$ cat config.mk
export PLATFORM = sky130hd
export DESIGN_NAME = my_coin_fsm
export DESIGN_NICKNAME = d
export VERILOG_FILES = /design/src/rtl/my_coin_pkg.sv /design/src/rtl/my_coin_fsm_decode.sv /design/src/rtl/my_coin_fsm.sv
export SDC_FILE = /design/constraint.sdc
export NUM_CORES = 1
export LEC_CHECK = 0
export ABC_CLOCK_PERIOD_IN_PS = 2900
export CORE_AREA = 10 10 47 49
export CTS_CLUSTER_DIAMETER = 80
export CTS_CLUSTER_SIZE = 20
export DETAILED_ROUTE_END_ITERATION = 7
export DIE_AREA = 0 0 57 59
export HOLD_SLACK_MARGIN = 0.06
export PLACE_DENSITY_LB_ADDON = 0.1
export SLEW_MARGIN = 15
export SYNTH_ARGS = -nofsm -noshare
export SYNTH_HDL_FRONTEND = slang
export SYNTH_SLANG_ARGS = --single-unit
$ cat constraint.sdc
create_clock -name clock -period 2.9 [get_ports clock]
set_input_delay 0.58 -clock clock [delete_from_list [all_inputs] [get_ports clock]]
set_output_delay 0.58 -clock clock [all_outputs]
set_load 0.01 [all_outputs]
$ cat src/rtl/my_coin_pkg.sv
// Shared definitions for the coin acceptor.
// Holds the coin code enumeration and the default parameter values used by
// my_coin_fsm and coin_value_decode.
package my_coin_pkg;

  typedef enum logic [1:0] {
    COIN_NONE     = 2'b00,
    COIN_CIRCLE   = 2'b01,
    COIN_TRIANGLE = 2'b10,
    COIN_PENTAGON = 2'b11
  } coin_e;

  localparam int CIRCLE_VAL_DEF   = 1;
  localparam int TRIANGLE_VAL_DEF = 3;
  localparam int PENTAGON_VAL_DEF = 5;
  localparam int GAME_COST_DEF    = 4;
  localparam int CREDIT_W_DEF     = 4;

endpackage

$ cat src/rtl/my_coin_fsm_decode.sv
// coin_value_decode: combinational coin code to credit value mapping.
// Ports:
//   coin_value    [1:0]        coin code (00 none, 01 circle, 10 triangle, 11 pentagon)
//   coin_inserted              qualifies coin_value for this cycle
//   coin_val      [VAL_W-1:0]  credit value of the coin, 0 when no coin
module coin_value_decode
  import my_coin_pkg::*;
#(
  parameter int CIRCLE_VAL   = CIRCLE_VAL_DEF,
  parameter int TRIANGLE_VAL = TRIANGLE_VAL_DEF,
  parameter int PENTAGON_VAL = PENTAGON_VAL_DEF,
  parameter int VAL_W        = CREDIT_W_DEF + 1
) (
  input  logic [1:0]       coin_value,
  input  logic             coin_inserted,
  output logic [VAL_W-1:0] coin_val
);

  always_comb begin
    coin_val = '0;
    if (coin_inserted) begin
      case (coin_e'(coin_value))
        COIN_CIRCLE:   coin_val = VAL_W'(CIRCLE_VAL);
        COIN_TRIANGLE: coin_val = VAL_W'(TRIANGLE_VAL);
        COIN_PENTAGON: coin_val = VAL_W'(PENTAGON_VAL);
        default:       coin_val = '0;  // code 00 with a coin strobe is ignored
      endcase
    end
  end

endmodule

$ cat src/rtl/my_coin_fsm.sv
// my_coin_fsm: coin acceptor front end for the Zorgian Mastermind game.
// Accumulates coin values into a saturating credit register and pulses Drop
// for one cycle per game bought (GAME_COST credits each). No change is given;
// leftover credit carries over.
// Ports:
//   clock                       rising-edge clock
//   reset_n                     synchronous active-low reset
//   CoinValue    [1:0]          coin code
//   CoinInserted                one coin per cycle sampled high
//   Drop                        registered, one cycle high per game
//   Credit       [CREDIT_W-1:0] credit register (only with COIN_FSM_DEBUG_EN)
// Build option: define COIN_FSM_DEBUG_EN to expose Credit and enable the
// credit/Drop consistency assertions.
module my_coin_fsm
  import my_coin_pkg::*;
#(
  parameter int CIRCLE_VAL   = CIRCLE_VAL_DEF,
  parameter int TRIANGLE_VAL = TRIANGLE_VAL_DEF,
  parameter int PENTAGON_VAL = PENTAGON_VAL_DEF,
  parameter int GAME_COST    = GAME_COST_DEF,
  parameter int CREDIT_W     = CREDIT_W_DEF
) (
  input  logic                clock,
  input  logic                reset_n,
  input  logic [1:0]          CoinValue,
  input  logic                CoinInserted,
`ifdef COIN_FSM_DEBUG_EN
  output logic [CREDIT_W-1:0] Credit,
`endif
  output logic                Drop
);

  // One extra bit so credit + coin can never overflow.
  localparam int SUM_W = CREDIT_W + 1;
  localparam logic [SUM_W-1:0] CREDIT_MAX = SUM_W'((1 << CREDIT_W) - 1);
  localparam logic [SUM_W-1:0] COST       = SUM_W'(GAME_COST);

  logic [CREDIT_W-1:0] credit;
  logic [CREDIT_W-1:0] credit_next;
  logic                drop_next;
  logic [SUM_W-1:0]    coin_val;
  logic [SUM_W-1:0]    sum;

  function automatic logic [CREDIT_W-1:0] sat_credit(input logic [SUM_W-1:0] v);
    logic [SUM_W-1:0] c;
    c = (v > CREDIT_MAX) ? CREDIT_MAX : v;
    return c[CREDIT_W-1:0];
  endfunction

  coin_value_decode #(
    .CIRCLE_VAL   (CIRCLE_VAL),
    .TRIANGLE_VAL (TRIANGLE_VAL),
    .PENTAGON_VAL (PENTAGON_VAL),
    .VAL_W        (SUM_W)
  ) u_decode (
    .coin_value    (CoinValue),
    .coin_inserted (CoinInserted),
    .coin_val      (coin_val)
  );

  // A coin arriving while a game is still owed is folded into the same
  // update as the deduction, so nothing is lost.
  always_comb begin
    sum         = {1'b0, credit} + coin_val;
    drop_next   = 1'b0;
    credit_next = sat_credit(sum);
    if (sum >= COST) begin
      drop_next   = 1'b1;
      credit_next = sat_credit(sum - COST);
    end
  end

  always_ff @(posedge clock) begin
    if (!reset_n) begin
      credit <= '0;
      Drop   <= 1'b0;
    end else begin
      credit <= credit_next;
      Drop   <= drop_next;
    end
  end

`ifdef COIN_FSM_DEBUG_EN
  assign Credit = credit;

  a_credit_range: assert property (@(posedge clock) {1'b0, credit} <= CREDIT_MAX);
  a_drop_legal:   assert property (@(posedge clock) disable iff (!reset_n)
                                   Drop |-> ($past(sum) >= COST));
`endif

endmodule

==> metrics <==
worst path bufs/invs=2; Routed Antenna Nets=0; RSZ-0062 raised after global routing=no; Avg Cell Area, Syn=around 9.7 um2; HP Class=flip-flop to flip-flop; pin count of the biggest net entering global routing=7; initial DRC count=7; Syn Nets=between 50 and 60; placeable core area=1400 um2; Pwr Total=between 0.6 and 0.7 mW; Hold Crit Start=credit[3]$_SDFF_PN0_; fin crit share=a little over nine tenths; cells along the critical path=clkdlybuf4s50_1 -> o21a_1 -> ha_1 -> a21o_1 -> a21oi_2 -> xnor2_2 -> inv_2 -> ha_1 -> or2_2 -> mux2_2 -> o311a_1; status=finished clean; total CTS buffers=3; Final Non-Filler Cells=just under 80; R2R Path Start=credit[1]$_SDFF_PN0_; gr usage total=roughly 6%; Synth area leaders=dfxtp_1 (23%), ha_1 (17%), fa_1 (4.5%); filler cell count=141; r2r endpoint=credit[1]$_SDFF_PN0_; Worst Hold End=credit[3]$_SDFF_PN0_; number of global-route vias before repair=420; Critical Path RT=3.01 ns; Worst path slowest cell=clkdlybuf4s50_1; minimum clock period after layout=2.83 ns; CTS tree=built; layout cells sized above 1=38.1%; # nets final=76; first-pass GRT wire length=approximately 1700 um; Relative slew margins=between 70 and 80%; Setup CP Type=primary input to flip-flop; setup ws final=roughly 0.075 ns; CTS root buf=clkbuf_4; Synth Cell Area=around 440 um2; Pre-antenna DRT Iters=4; nature of the critical path endpoint=flip-flop; family with the most delay on the worst path=compound AO/OA/AOI/OAI gates; P&R area growth vs syn=37.5%; die area=3360 um2; Max-cap violations=0; yosys warns=0; Port Buffers=5; # diodes=0; PwrDens=between 1000 and 1500 nW/um2; pre-CTS WS=-0.230 ns; Setup-failing EPs final=0; WL final=approximately 1000 um; peak supply drop=~0.00037 V; # clock sinks=5; drt wl/cell=approximately 13 um; top cell type's share of synthesized area=a little under a quarter; crit path from=CoinValue[0]; WP data arrival=between 2 and 3 ns; Worst Path Max Fanout=3; cell mode on critical path=ha_1; Die W=between 50 and 60 um; initial antenna violation count=0; post-CTS setup buffer count=0; final instance area=611 um2; Skew-Pair Late Insertion Delay=0.23 ns; Reg clk slew, reported paths=~0.04 ns; end-of-flow core utilization=between 40% and 50%; Post-DP Area=574 um2; Fin. Hold Viols=0; fraction of the yosys area taken by sequential cells=about 23%; Remaining DRCs=0; cell total after placement=75; Largest stage delay, worst path=between 0.4 and 0.5 ns; reg2reg path depth=9; leak pwr=0.299 nW; Final GP Congestion=about 0.87; cts hold-fix bufs=0; hold-critical path depth=4; clock skew=about 0.0019 ns; critical path startpoint category=primary input; vias post-DR=~380; total grt overflow=0; Yosys cell types=26; post-synth top area cell=dfxtp_1; r2r setup slk=between 0.6 and 0.7 ns; H-tree depth=1; die height=about 59 um; detailed placement HPWL=around 860 um; Mapped Cells=between 40 and 50; measured slew at the worst slew-check pin=0.331 ns; fmax=~350 MHz; Via-to-Cell Ratio=4.75; Max clock buf depth=2; FP Rows=14; Ports=6; Initial Utilization=31.7%; FF+latch count, synth=5; Final Max Slew Viols=0
## synth_stat cells, drive strengths merged
cell type and number:
ha 6, dfxtp 5, inv 5, nor2 5, a21oi 4, a21o 2
nand2 2, nand2b 2, o311a 2, xnor2 2, a221oi 1, and3 1
fa 1, mux2 1, o211ai 1, o21a 1, o21ai 1, o311ai 1
o31a 1, or2 1, xor2 1
## sequential cells by signal, indices dropped and copies added, names as in the netlist
signal  count
credit      4
Drop        1
## routing by layer
| layer | part of all wire, % | vias up | routed length (um) | global-route usage (%) |
|---|---|---|---|---|
| li1 | - | 195 | - | - |
| met1 | 46 | 166 | 459 | 6.56 |
| met2 | 49 | 10 | 492 | 11.0 |
| met3 | 2.7 | 4 | 27 | 0.429 |
| met4 | 2.5 | 0 | 25 | 3.69 |
| met5 | 0 | - | 0 | 0 |
## power breakdown
group	internal (mW)	total [mW]	switching, mW
logic	0.216	0.426	0.210
registers	0.100	0.118	0.0180
clock network	0.0517	0.0746	0.0230
total	0.368	0.619	0.251
## worst min-delay path: stages (launching register included)
cell and delay, ns:
dfxtp_1 0.36, xnor2_2 0.09, inv_2 0.08, buf_4 0.12, a221oi_2 0.05
## stage by stage
stage | hold WS (ns) | setup TNS, ns
final | 0.753 | 0
after global routing | 0.803 | 0
after global placement | 0.789 | -0.577
after CTS | 0.816 | 0
after detailed placement | 0.803 | -0.864
after floorplan | 0.676 | 0
## placed cells by master, fill, tap and decap left out, types with 2 or more instances in the layout
cell / count
nor2_2: 2
clkbuf_4: 3
inv_1: 4
a21oi_1: 2
clkdlybuf4s50_1: 3
nor2_1: 2
dfxtp_1: 5
dlymetal6s2s_1: 2
buf_4: 8
a21oi_2: 2
ha_1: 6
nand2b_1: 2
o311a_1: 2
nand2_1: 2
## final cells by class
type	instances	area (um2)	share of cell area (%)
Multi-Input combinational cell	36	330	54.1
Sequential cell	5	100	16.4
Tap cell	16	20.0	3.28
Inverter	5	18.8	3.07
Timing Repair Buffer	13	115	18.9
Clock buffer	4	26.3	4.30
## worst max path at each step
stage	end	slack [ns]	depth (start not counted)
2_1_floorplan	credit[1]$_SDFF_PN0_	0.19	9
3_3_place_gp	credit[1]$_SDFF_PN0_	-0.17	12
3_5_place_dp	credit[1]$_SDFF_PN0_	-0.23	12
4_1_cts	credit[1]$_SDFF_PN0_	0.01	12
5_1_grt	credit[1]$_SDFF_PN0_	0.002	11
6_report	credit[1]$_SDFF_PN0_	0.07	11
## logic make-up (layout without fill, tap and decap cells)
logic type	after synthesis	in the layout	share of synthesized area [%]
compound gates	14	14	26.2
simple gates	11	11	13.8
fa+ha+maj	7	7	21.4
flops	5	5	22.5
buf+inv	5	22	4.23
xor+xnor	3	3	9.30
mux	1	1	2.54
## timing repair
| item | in CTS | in global routing |
|---|---|---|
| pin swaps | 1 | 2 |
| resized for setup | 0 | 5 |
| endpoints found under the setup margin | 1 | 5 |
Note: power is estimated with default switching activity, not from simulation.
